--- config.mk ---
export PLATFORM = sky130hd
export DESIGN_NAME = bounce_gen
export DESIGN_NICKNAME = d
export VERILOG_FILES = /design/src/rtl/bounce_pkg.sv /design/src/rtl/lfsr16.sv /design/src/rtl/bounce_gen.sv
export SDC_FILE = /design/constraint.sdc
export NUM_CORES = 1
export LEC_CHECK = 0
export ABC_CLOCK_PERIOD_IN_PS = 2300
export CAP_MARGIN = 40
export CORE_AREA = 5 5 88 49
export CTS_CLUSTER_DIAMETER = 200
export DETAILED_ROUTE_END_ITERATION = 10
export DIE_AREA = 0 0 93 54
export PLACE_DENSITY = 0.66
export SLEW_MARGIN = 20
export SYNTH_ARGS = -nofsm -noshare
export SYNTH_HDL_FRONTEND = slang
export SYNTH_SLANG_ARGS = --single-unit
--- constraint.sdc ---
create_clock -name clk -period 2.3 [get_ports clk]
set_input_delay 0.46 -clock clk [delete_from_list [all_inputs] [get_ports clk]]
set_output_delay 0.46 -clock clk [all_outputs]
set_load 0.02 [all_outputs]
--- src/rtl/bounce_pkg.sv ---
// bounce_pkg: shared state encoding, LFSR polynomial and default parameters for bounce_gen.
package bounce_pkg;
    localparam logic [1:0] IDLE   = 2'd0;
    localparam logic [1:0] BOUNCE = 2'd1;
    localparam logic [1:0] SETTLE = 2'd2;
    localparam logic [15:0] LFSR_MASK = 16'hB400;
    localparam int BOUNCE_CYCLES_DEF = 16;
    localparam int SETTLE_CYCLES_DEF = 8;
    localparam int HOLD_W_DEF = 2;
    localparam logic [15:0] SEED_DEF = 16'hACE1;
endpackage

--- src/rtl/lfsr16.sv ---
// lfsr16: 16-bit Galois LFSR (x^16+x^14+x^13+x^11+1), advancing only while en is high.
module lfsr16 import bounce_pkg::*; (
    input  logic        clk,
    input  logic        reset,
    input  logic        en,
    input  logic [15:0] seed,
    output logic [15:0] q
);
    logic [15:0] init;
    // An all-zero state would lock up, so a zero seed starts from 1 instead.
    assign init = (seed == 16'h0000) ? 16'h0001 : seed;
    always_ff @(posedge clk or posedge reset) begin
        if (reset)
            q <= init;
        else if (en)
            q <= {1'b0, q[15:1]} ^ (q[0] ? LFSR_MASK : 16'h0000);
    end
endmodule

--- src/rtl/bounce_gen.sv ---
// bounce_gen: emulates a bouncing mechanical contact; each level change produces a
// pseudo-random toggle burst, a stable settle window, then a one-cycle done pulse.
module bounce_gen import bounce_pkg::*; #(
    parameter int          BOUNCE_CYCLES = BOUNCE_CYCLES_DEF,
    parameter int          SETTLE_CYCLES = SETTLE_CYCLES_DEF,
    parameter int          HOLD_W        = HOLD_W_DEF,
    parameter logic [15:0] SEED          = SEED_DEF
) (
    input  logic clk,
    input  logic reset,
    input  logic level_in,
    output logic noisy,
    output logic busy,
    output logic done
);
    localparam int BW = $clog2(BOUNCE_CYCLES + 1);
    localparam int SW = $clog2(SETTLE_CYCLES + 1);
    logic [1:0]        state;
    logic              target, level_q, retarget;
    logic [BW-1:0]     bounce_cnt;
    logic [SW-1:0]     settle_cnt;
    logic [HOLD_W-1:0] hold_cnt;
    logic [15:0]       lfsr;
    lfsr16 u_lfsr (
        .clk   (clk),
        .reset (reset),
        .en    (state == BOUNCE),
        .seed  (SEED),
        .q     (lfsr)
    );
    assign busy = (state == BOUNCE) || (state == SETTLE);
    // A request that differs from the level in progress restarts the burst, even on a terminal count.
    assign retarget = (state == IDLE) ? (level_in != level_q) : busy && (level_in != target);
    always_ff @(posedge clk or posedge reset) begin
        if (reset) begin
            state      <= IDLE;
            noisy      <= 1'b0;
            done       <= 1'b0;
            target     <= 1'b0;
            level_q    <= 1'b0;
            bounce_cnt <= '0;
            settle_cnt <= '0;
            hold_cnt   <= '0;
        end else begin
            done <= 1'b0;
            if (retarget) begin
                state      <= BOUNCE;
                target     <= level_in;
                noisy      <= level_in;
                bounce_cnt <= BW'(BOUNCE_CYCLES - 1);
                hold_cnt   <= lfsr[HOLD_W-1:0];
            end else if (state == BOUNCE) begin
                if (bounce_cnt == '0) begin
                    state      <= SETTLE;
                    noisy      <= target;
                    settle_cnt <= SW'(SETTLE_CYCLES - 1);
                end else begin
                    bounce_cnt <= bounce_cnt - BW'(1);
                    if (hold_cnt == '0) begin
                        noisy    <= ~noisy;
                        hold_cnt <= lfsr[HOLD_W-1:0];
                    end else begin
                        hold_cnt <= hold_cnt - HOLD_W'(1);
                    end
                end
            end else if (state == SETTLE) begin
                noisy <= target;
                if (settle_cnt == '0) begin
                    state   <= IDLE;
                    level_q <= target;
                    done    <= 1'b1;
                end else begin
                    settle_cnt <= settle_cnt - SW'(1);
                end
            end else begin
                state <= IDLE;
                noisy <= level_q;
            end
        end
    end
endmodule

Word-level counts from Yosys, hierarchy flattened
Cells that the tools add are included.

Bits in registers: 33. Bits of input ports: 3.

Add/subtract/negate cells: 3. Equality and inequality tests: 10. Multiplexer cells: 27. Bitwise operators: 4. Reductions and logical operators: 12.

Operators with widths (number): $mux W2 (9); $mux W16 (1); $mux W4 (4); $xor A15 B16 Y16 (1); $mux W5 (3); $mux W1 (10); $reduce_and A4 Y1 (2); $logic_not A5 Y1 (1); $sub A5 B1 Y5 const B (1); $logic_not A2 Y1 (2); $logic_not A4 Y1 (1); $ne A2 B2 Y1 const B (2); $ne A4 B2 Y1 const B (1); $ne A4 B4 Y1 const B (1); $reduce_and A2 Y1 (2); $reduce_bool A2 Y1 (2); $sub A4 B1 Y4 const B (1); $ne A3 B3 Y1 const B (1); $not A1 Y1 (3); $eq A2 B1 Y1 const B (1); $eq A2 B2 Y1 const B (1); $ne A1 B1 Y1 (2); $ne A2 B1 Y1 const B (1); $sub A2 B1 Y2 const B (1); 2 further kinds (2).

Logic depth before layout (Yosys ltp)
Gate-level depths: netlist of the first run.

Depth after elaboration: 6. Gate-level depth with buffers: 8.

Worst setup path after synthesis of the first run
Ideal clock, no wire load.

Path kind: reg2reg. Start: reg state[1]. End: reg level_q. Arrival: 2027 ps. Setup slack: 148 ps. Stages on the path, launching flop included: 7. Buffers on the path: 0. Cell sequence: dfrtp_1 inv_1 ha_1 or3b_4 a32oi_4 nor4b_2 mux2_4.

Word-level cells in the longest chain between the ends: 6.

RTL lines: start, declared (line bounce_gen.sv:18) `logic [1:0] state;`; start signal, assigned (line bounce_gen.sv:36) `state <= IDLE;`; start signal, assigned (line bounce_gen.sv:47) `state <= BOUNCE;`; start signal, assigned (line bounce_gen.sv:54) `state <= SETTLE;`; $eq A2 B1 Y1 or $eq A2 B2 Y1 (tied branches) (line bounce_gen.sv:31) `assign busy = (state == BOUNCE) || (state == SETTLE);`; $logic_or A1 B1 Y1 (*) (line bounce_gen.sv:31); via busy (line bounce_gen.sv:13) `output logic busy,`; $logic_and A1 B1 Y1 (*) (line bounce_gen.sv:33) `assign retarget = (state == IDLE) ? (level_in != level_q) : busy && (level_in != target);`; $mux W1 (*) (line bounce_gen.sv:33); $not A1 Y1 (no source line) (*); $reduce_and A4 Y1 (no source line) (*); end signal, assigned (line bounce_gen.sv:70) `level_q <= target;`; end, declared (line bounce_gen.sv:19) `logic target, level_q, retarget;`.

The timed path passes the listed nets; every way through them passes the cells marked *. A chain may end at the register's enable or synchronous reset.

Worst setup path after layout of the first run
Start: reg state[1]. End: reg level_q.

Word-level cells in the longest chain between the ends: 6.

RTL lines (line): $eq A2 B1 Y1 or $eq A2 B2 Y1 (tied branches) (bounce_gen.sv:31, bounce_gen.sv:52, bounce_gen.sv:66); $logic_or A1 B1 Y1 (bounce_gen.sv:31); $logic_and A1 B1 Y1 (bounce_gen.sv:33); $mux W1 (bounce_gen.sv:33); $not A1 Y1 (no source line); $reduce_and A4 Y1 (no source line) (*).

Every way passes the cells marked *; elsewhere a longest branch is shown, timed or not.

==> key figures, run 1 <==
Global routing
  – Pin count of the biggest net entering global routing: 34
  – GRT overflow: 0
  – Initial antenna violation count: 0
  – First-pass GRT wire length: between 5 and 6 mm
  – Vias in the first global route: 1116
  – Total GRT Usage: 14.4%

Clocking
  – H-tree depth: 2
  – Clk sinks: 33
  – CTS root buf: clkbuf_8
  – Post-CTS Setup Repair Bufs: 0
  – CTS Buf Count: 5
  – Worst skew pair latency: 0.28 ns
  – CTS Buffer Depth: 2
  – CTS clk-pin slew, worst paths: approximately 0.060 ns
  – CTS tree: built

Floorplan
  – Core area: about 3600 um^2
  – Die Width: 93 um
  – Die Span Y: 54 um
  – IO Pins: 6
  – Die ar.: 5020 um^2
  – FP Rows: 16
  – Initial core utilization: 46.5%

Timing
  – Max Slew Vio Count: 0
  – Final setup fails: 0
  – Unrepaired setup endpoints after global routing: no
  – Final Skew: 0.00756 ns
  – Final TNS setup: 0 ns
  – Fmax achieved: 477 MHz
  – Final Hold Violating Endpoints: 0
  – Final period util: 91.2%
  – Slew @ Worst Pin: 0.568 ns
  – Max-slew headroom: slightly above 60%
  – Fin crit period: 2.10 ns

Worst setup path
  – Crit-path max FO: 8
  – CP endpoint kind: register
  – CP Data Required Time: 2.47 ns
  – Worst path arrival time: 2.26 ns
  – WS Path Type: reg -> reg
  – Worst setup SP type: register

Outcome
  – Status: complete, no violations

Route
  – First-pass DRT Iterations: 4
  – DRC: 0
  – DRT iter0 DRCs: 87
  – WL per Instance: 15.4 um
  – Vias after detailed routing: 1162
  – WL final: 3.21 mm
  – Antenna Nets Post-Route: 0
  – DR vias/cell: 5.59

Pwr
  – Clk network pwr share: 39.9%
  – Internal: roughly 860 uW
  – Pwr dens: 589 nW/um^2
  – Switching share of power: 22.3%
  – Sw Pwr: around 250 uW
  – Maximum vdd drop: 253 uV
  – Pleak: 0.804 nW
  – Gate power share: 5.9%
  – Reg power frac: ~54%

Synthesis
  – Ys flop type: dfrtp_1
  – Synth Warn #: 0
  – Post-synth cell types: 44
  – Dominant cells by area after synthesis: dfrtp_1, dfstp_2, mux2_2
  – #FFs+latches synth: 33
  – Syn Nets: 159
  – Post-synth EDFFs: 0
  – Synth top area share: 37.4%
  – Avg Inst Size Synth: between 10 and 15 um^2
  – Synth area leader: dfrtp_1
  – Register area share after synthesis: about half
  – Synth async-reset ratio: between 90% and 100%
  – Syn Std Cell Area: approximately 1700 um^2
  – Synth Instances: around 150

Layout
  – Nets: 170
  – Commonest non-fill, non-tap cell in the layout: dfrtp_1
  – Layout cells sized above 1: 26.4%
  – Ant diodes: 0
  – Most frequent cells in the layout: dfrtp_1, mux2_2, a21oi_1, nor2_1
  – Area grow syn2layout: 12.4%
  – Core Util, Final: a little over half

Min path
  – Hold Path Class: reg -> reg

Placed design
  – Dpl hpwl: approximately 2.3 mm
  – Port buffer count: 5
  – Global placer's final weighted congestion: ~0.77

Flow run
  – # Max-Cap Violations: 0
-- final timing paths --
check / start / to / slack [ns] / depth (start not counted)
hold / removal: u_lfsr.q[10] / u_lfsr.q[10] / 0.49 / 2
min in group asynchronous: reset / settle_cnt[0] / 0.56 / 3
hold reg to reg: u_lfsr.q[10] / u_lfsr.q[10] / 0.49 / 2
setup reg to reg: state[1] / level_q / 0.20 / 6
setup / recovery: state[1] / level_q / 0.20 / 6
max in group asynchronous: reset / u_lfsr.q[11] / 1.41 / 3
-- critical path, cell delays in order (launching register included) --
cell and delay (ns):
dfrtp_1 0.39, inv_1 0.08, ha_1 0.26, or3b_4 0.42, a32oi_4 0.39, nor4b_2 0.12, mux2_4 0.32
-- state kept, by name (all words and copies together), names as in the netlist, 2 cells and up --
signal and count:
bounce_cnt 5, hold_cnt 2, settle_cnt 4, state 2, u_lfsr.q 16
-- area by class of cell --
type | instances | area (um^2)
clock buffer | 8 | 90.1
fill | 322 | 1720
inverter | 8 | 30.0
multi-input combinational | 103 | 772
sequential | 33 | 836
tap | 45 | 56.3
timing repair buffer | 11 | 97.6
-- power groups by stage --
| stage | registers, mW | logic [mW] | clock network, mW |
|---|---|---|---|
| floorplan | 0.609 | 0.0448 | 0 |
| global placement | 0.610 | 0.0623 | 0 |
| detailed placement | 0.611 | 0.0658 | 0 |
| CTS | 0.601 | 0.0662 | 0.451 |
| global route | 0.602 | 0.0726 | 0.473 |
| finish | 0.601 | 0.0657 | 0.442 |
-- logic make-up (layout without fill, tap and decap cells) --
group	after synthesis	count (layout)	share of synthesized area [%]
and+or+nand+nor	48	48	16.4
DFF	33	33	49.9
AOI/OAI and AO/OA	31	31	13.6
muxes	15	15	10.2
buffers and inverters	15	27	3.96
adders and majority gates	5	5	3.74
xor gates and xnor gates	4	4	2.09
-- cells in the mapped netlist (2+ instances only) --
cell type,instances
a31oi_1,3
o21a_1,2
buf_2,2
buf_1,2
a21oi_1,11
dfrtp_1,25
nor4_1,3
nand2_1,7
dfstp_2,8
ha_1,5
nor3_1,7
inv_1,8
nor2_1,10
nand3_1,8
o211ai_1,2
clkbuf_1,2
nor4b_2,2
mux2_2,13
o21ai_0,4
xnor2_1,3
-- per-stage QoR --
step	setup slack (ns)	instances	total power, mW	hold WS (ns)	cell area [um^2]
floorplan	0.148	151	0.653	0.465	1670
global placement	0.219	200	0.672	0.478	1790
detailed placement	0.178	200	0.677	0.481	1790
CTS	0.0385	208	1.12	0.490	1880
global route	0.105	208	1.15	0.528	1880
finish	0.203	208	1.11	0.490	1880
-- layer usage --
layer	wire length [um]	GRT usage, %
met1	1680	20.5
met3	121	3.77
met5	0	0
met4	23	4.62
met2	1370	21.3
-- what timing repair did --
item                                    in CTS  in global routing
hold buffers                                 0                  0
gates resized for setup                      0                  1
endpoints found under the setup margin       0                  1
No activity file was read; power rests on OpenSTA's default activity.
==> run 2, diff against run 1 <==
ABC_CLOCK_PERIOD_IN_PS = unset   (was 2300)
CTS_CLUSTER_SIZE = 30   (was unset)
GPL_ROUTABILITY_DRIVEN = 0   (was unset)
==> results of run 2 <==
No change in the layout: final DEF, timing and power equal those of run 1.
==> run 3, diff against run 2 <==
CTS_CLUSTER_SIZE = 40   (was 30)
MAX_ROUTING_LAYER = met4   (was unset)
SKIP_LAST_GASP = 1   (was unset)
==> run 3 against run 2 <==
Largest power group unchanged. Critical endpoint unchanged. Final cell count stayed put. Clock power hardly changed. First-iteration DRC count is 18% lower. Wire length hardly changed.
==> key figures, run 3 (synthesized netlist as in run 1, its figures left out) <==
Global routing
  – First-pass GRT wire length: about 5.5 mm
  – Pin count of the biggest net entering global routing: 34
  – Total GRT Usage: between 10 and 15%
  – GRT overflow: 0
  – Initial antenna violation count: 0
  – Vias in the first global route: 1118

Worst setup path
  – CP Data Required Time: about 2.5 ns
  – Crit-path max FO: 8
  – R2r endpoint: level_q
  – Worst r2r src: state[1]
  – Crit path from: state[1]
  – CP endpoint kind: register
  – Reg2reg setup slack: 0.21 ns
  – WS Path Type: reg -> reg
  – Worst Reg-to-Reg Cells: 6
  – Worst setup SP type: register
  – Worst path arrival time: 2.26 ns

Clocking
  – CTS Buffer Depth: 2
  – Hold Buf Count CTS: 0
  – Worst skew pair latency: 0.28 ns
  – Resize count post-CTS: 0
  – CTS tree: built
  – CTS Buf Count: 5
  – CTS clk-pin slew, worst paths: 0.06 ns
  – CTS root buf: clkbuf_8
  – Post-CTS Setup Repair Bufs: 0
  – H-tree depth: 2
  – Clk sinks: 33

Timing
  – Max Slew Vio Count: 0
  – Slew @ Worst Pin: between 0.5 and 0.6 ns
  – Final Hold Violating Endpoints: 0
  – Fin crit period: between 2 and 2.5 ns
  – Unrepaired setup endpoints after global routing: no
  – Fmax achieved: 478 MHz
  – Hold WS: about 0.49 ns
  – Final TNS setup: 0 ns
  – Max-slew headroom: 63.5%
  – Final setup fails: 0
  – Final Skew: about 0.0087 ns
  – Final period util: about nine tenths

Layout
  – Max FFs per register: 16
  – Commonest non-fill, non-tap cell in the layout: dfrtp_1
  – Layout cells sized above 1: 26.4%
  – Regs by FF count: u_lfsr.q x16, bounce_cnt x5, settle_cnt x4
  – Most flops, register: u_lfsr.q
  – Ant diodes: 0
  – Area grow syn2layout: 12.4%
  – Nets: between 150 and 200
  – Most frequent cells in the layout: dfrtp_1, mux2_2, a21oi_1, nor2_1

Floorplan
  – Core area: 3600 um^2
  – Die ar.: 5020 um^2
  – Die Width: 93 um
  – Initial core utilization: 46.5%
  – Die Span Y: roughly 54 um
  – FP Rows: 16
  – IO Pins: 6

Pwr
  – Overall power: ~1.1 mW
  – Maximum vdd drop: 253 uV
  – Pwr dens: just under 600 nW/um^2
  – Pleak: 0.804 nW

Route
  – First-pass DRT Iterations: 4
  – DR vias/cell: between 5 and 6
  – WL per Instance: between 15 and 20 um
  – DRC: 0
  – DRT iter0 DRCs: ~70
  – WL final: 3.21 mm
  – Vias after detailed routing: between 1000 and 1500
  – Antenna Nets Post-Route: 0

Outcome
  – Status: complete, no violations

Placed design
  – Dpl hpwl: 2.33 mm
  – Port buffer count: 5

Min path
  – Hold Path Class: reg -> reg
  – Hold path cells: 2
  – Hold wc startpoint: u_lfsr.q[10]
  – Worst Hold Path EP: u_lfsr.q[10]

Flow run
  – # Max-Cap Violations: 0
==> run 3: cell counts in the layout (fill, tap and decap cells not counted) <==
Identical to the previous run, type by type.
==> run 3: area by class of cell <==
cell class                      count  area [um^2]
Fill cell                         322         1720
Sequential cell                    33          836
Multi-Input combinational cell    103          772
Timing Repair Buffer               11         97.6
Clock buffer                        8         90.1
Tap cell                           45         56.3
Inverter                            8         30.0
==> run 3: worst max path at each step <==
stage | end
floorplan | level_q
global placement | level_q
detailed placement | level_q
CTS | busy
global route | level_q
finish | level_q
==> run 3: power by group <==
group | switching (mW) | internal [mW]
logic | 0.0393 | 0.0265
registers | 0.00991 | 0.591
clock network | 0.200 | 0.244
total | 0.249 | 0.861
==> run 3: routing by layer <==
layer  wire (um)  GRT usage [%]  vias up
met2        1340           21.5       30
met5           0              -        -
met3         230           3.77        5
met1        1620           20.3      568
li1            -              -      565
met4          23           4.62        0
==> run 3: critical path: stages, from the launching register on <==
cell	delay (ns)
dfrtp_1	0.39
inv_1	0.08
ha_1	0.26
or3b_4	0.42
a32oi_4	0.39
nor4b_2	0.12
mux2_4	0.32
==> run 3: stage by stage <==
| stage | instances | util (%) | setup WS [ns] | cell area, um^2 |
|---|---|---|---|---|
| final | 208 | 52.2 | 0.207 | 1880 |
| after global routing | 208 | 52.2 | 0.105 | 1880 |
| after CTS | 208 | 52.2 | 0.0385 | 1880 |
| after detailed placement | 200 | 49.7 | 0.178 | 1790 |
| after global placement | 200 | 49.7 | 0.219 | 1790 |
| after floorplan | 151 | - | 0.148 | 1670 |
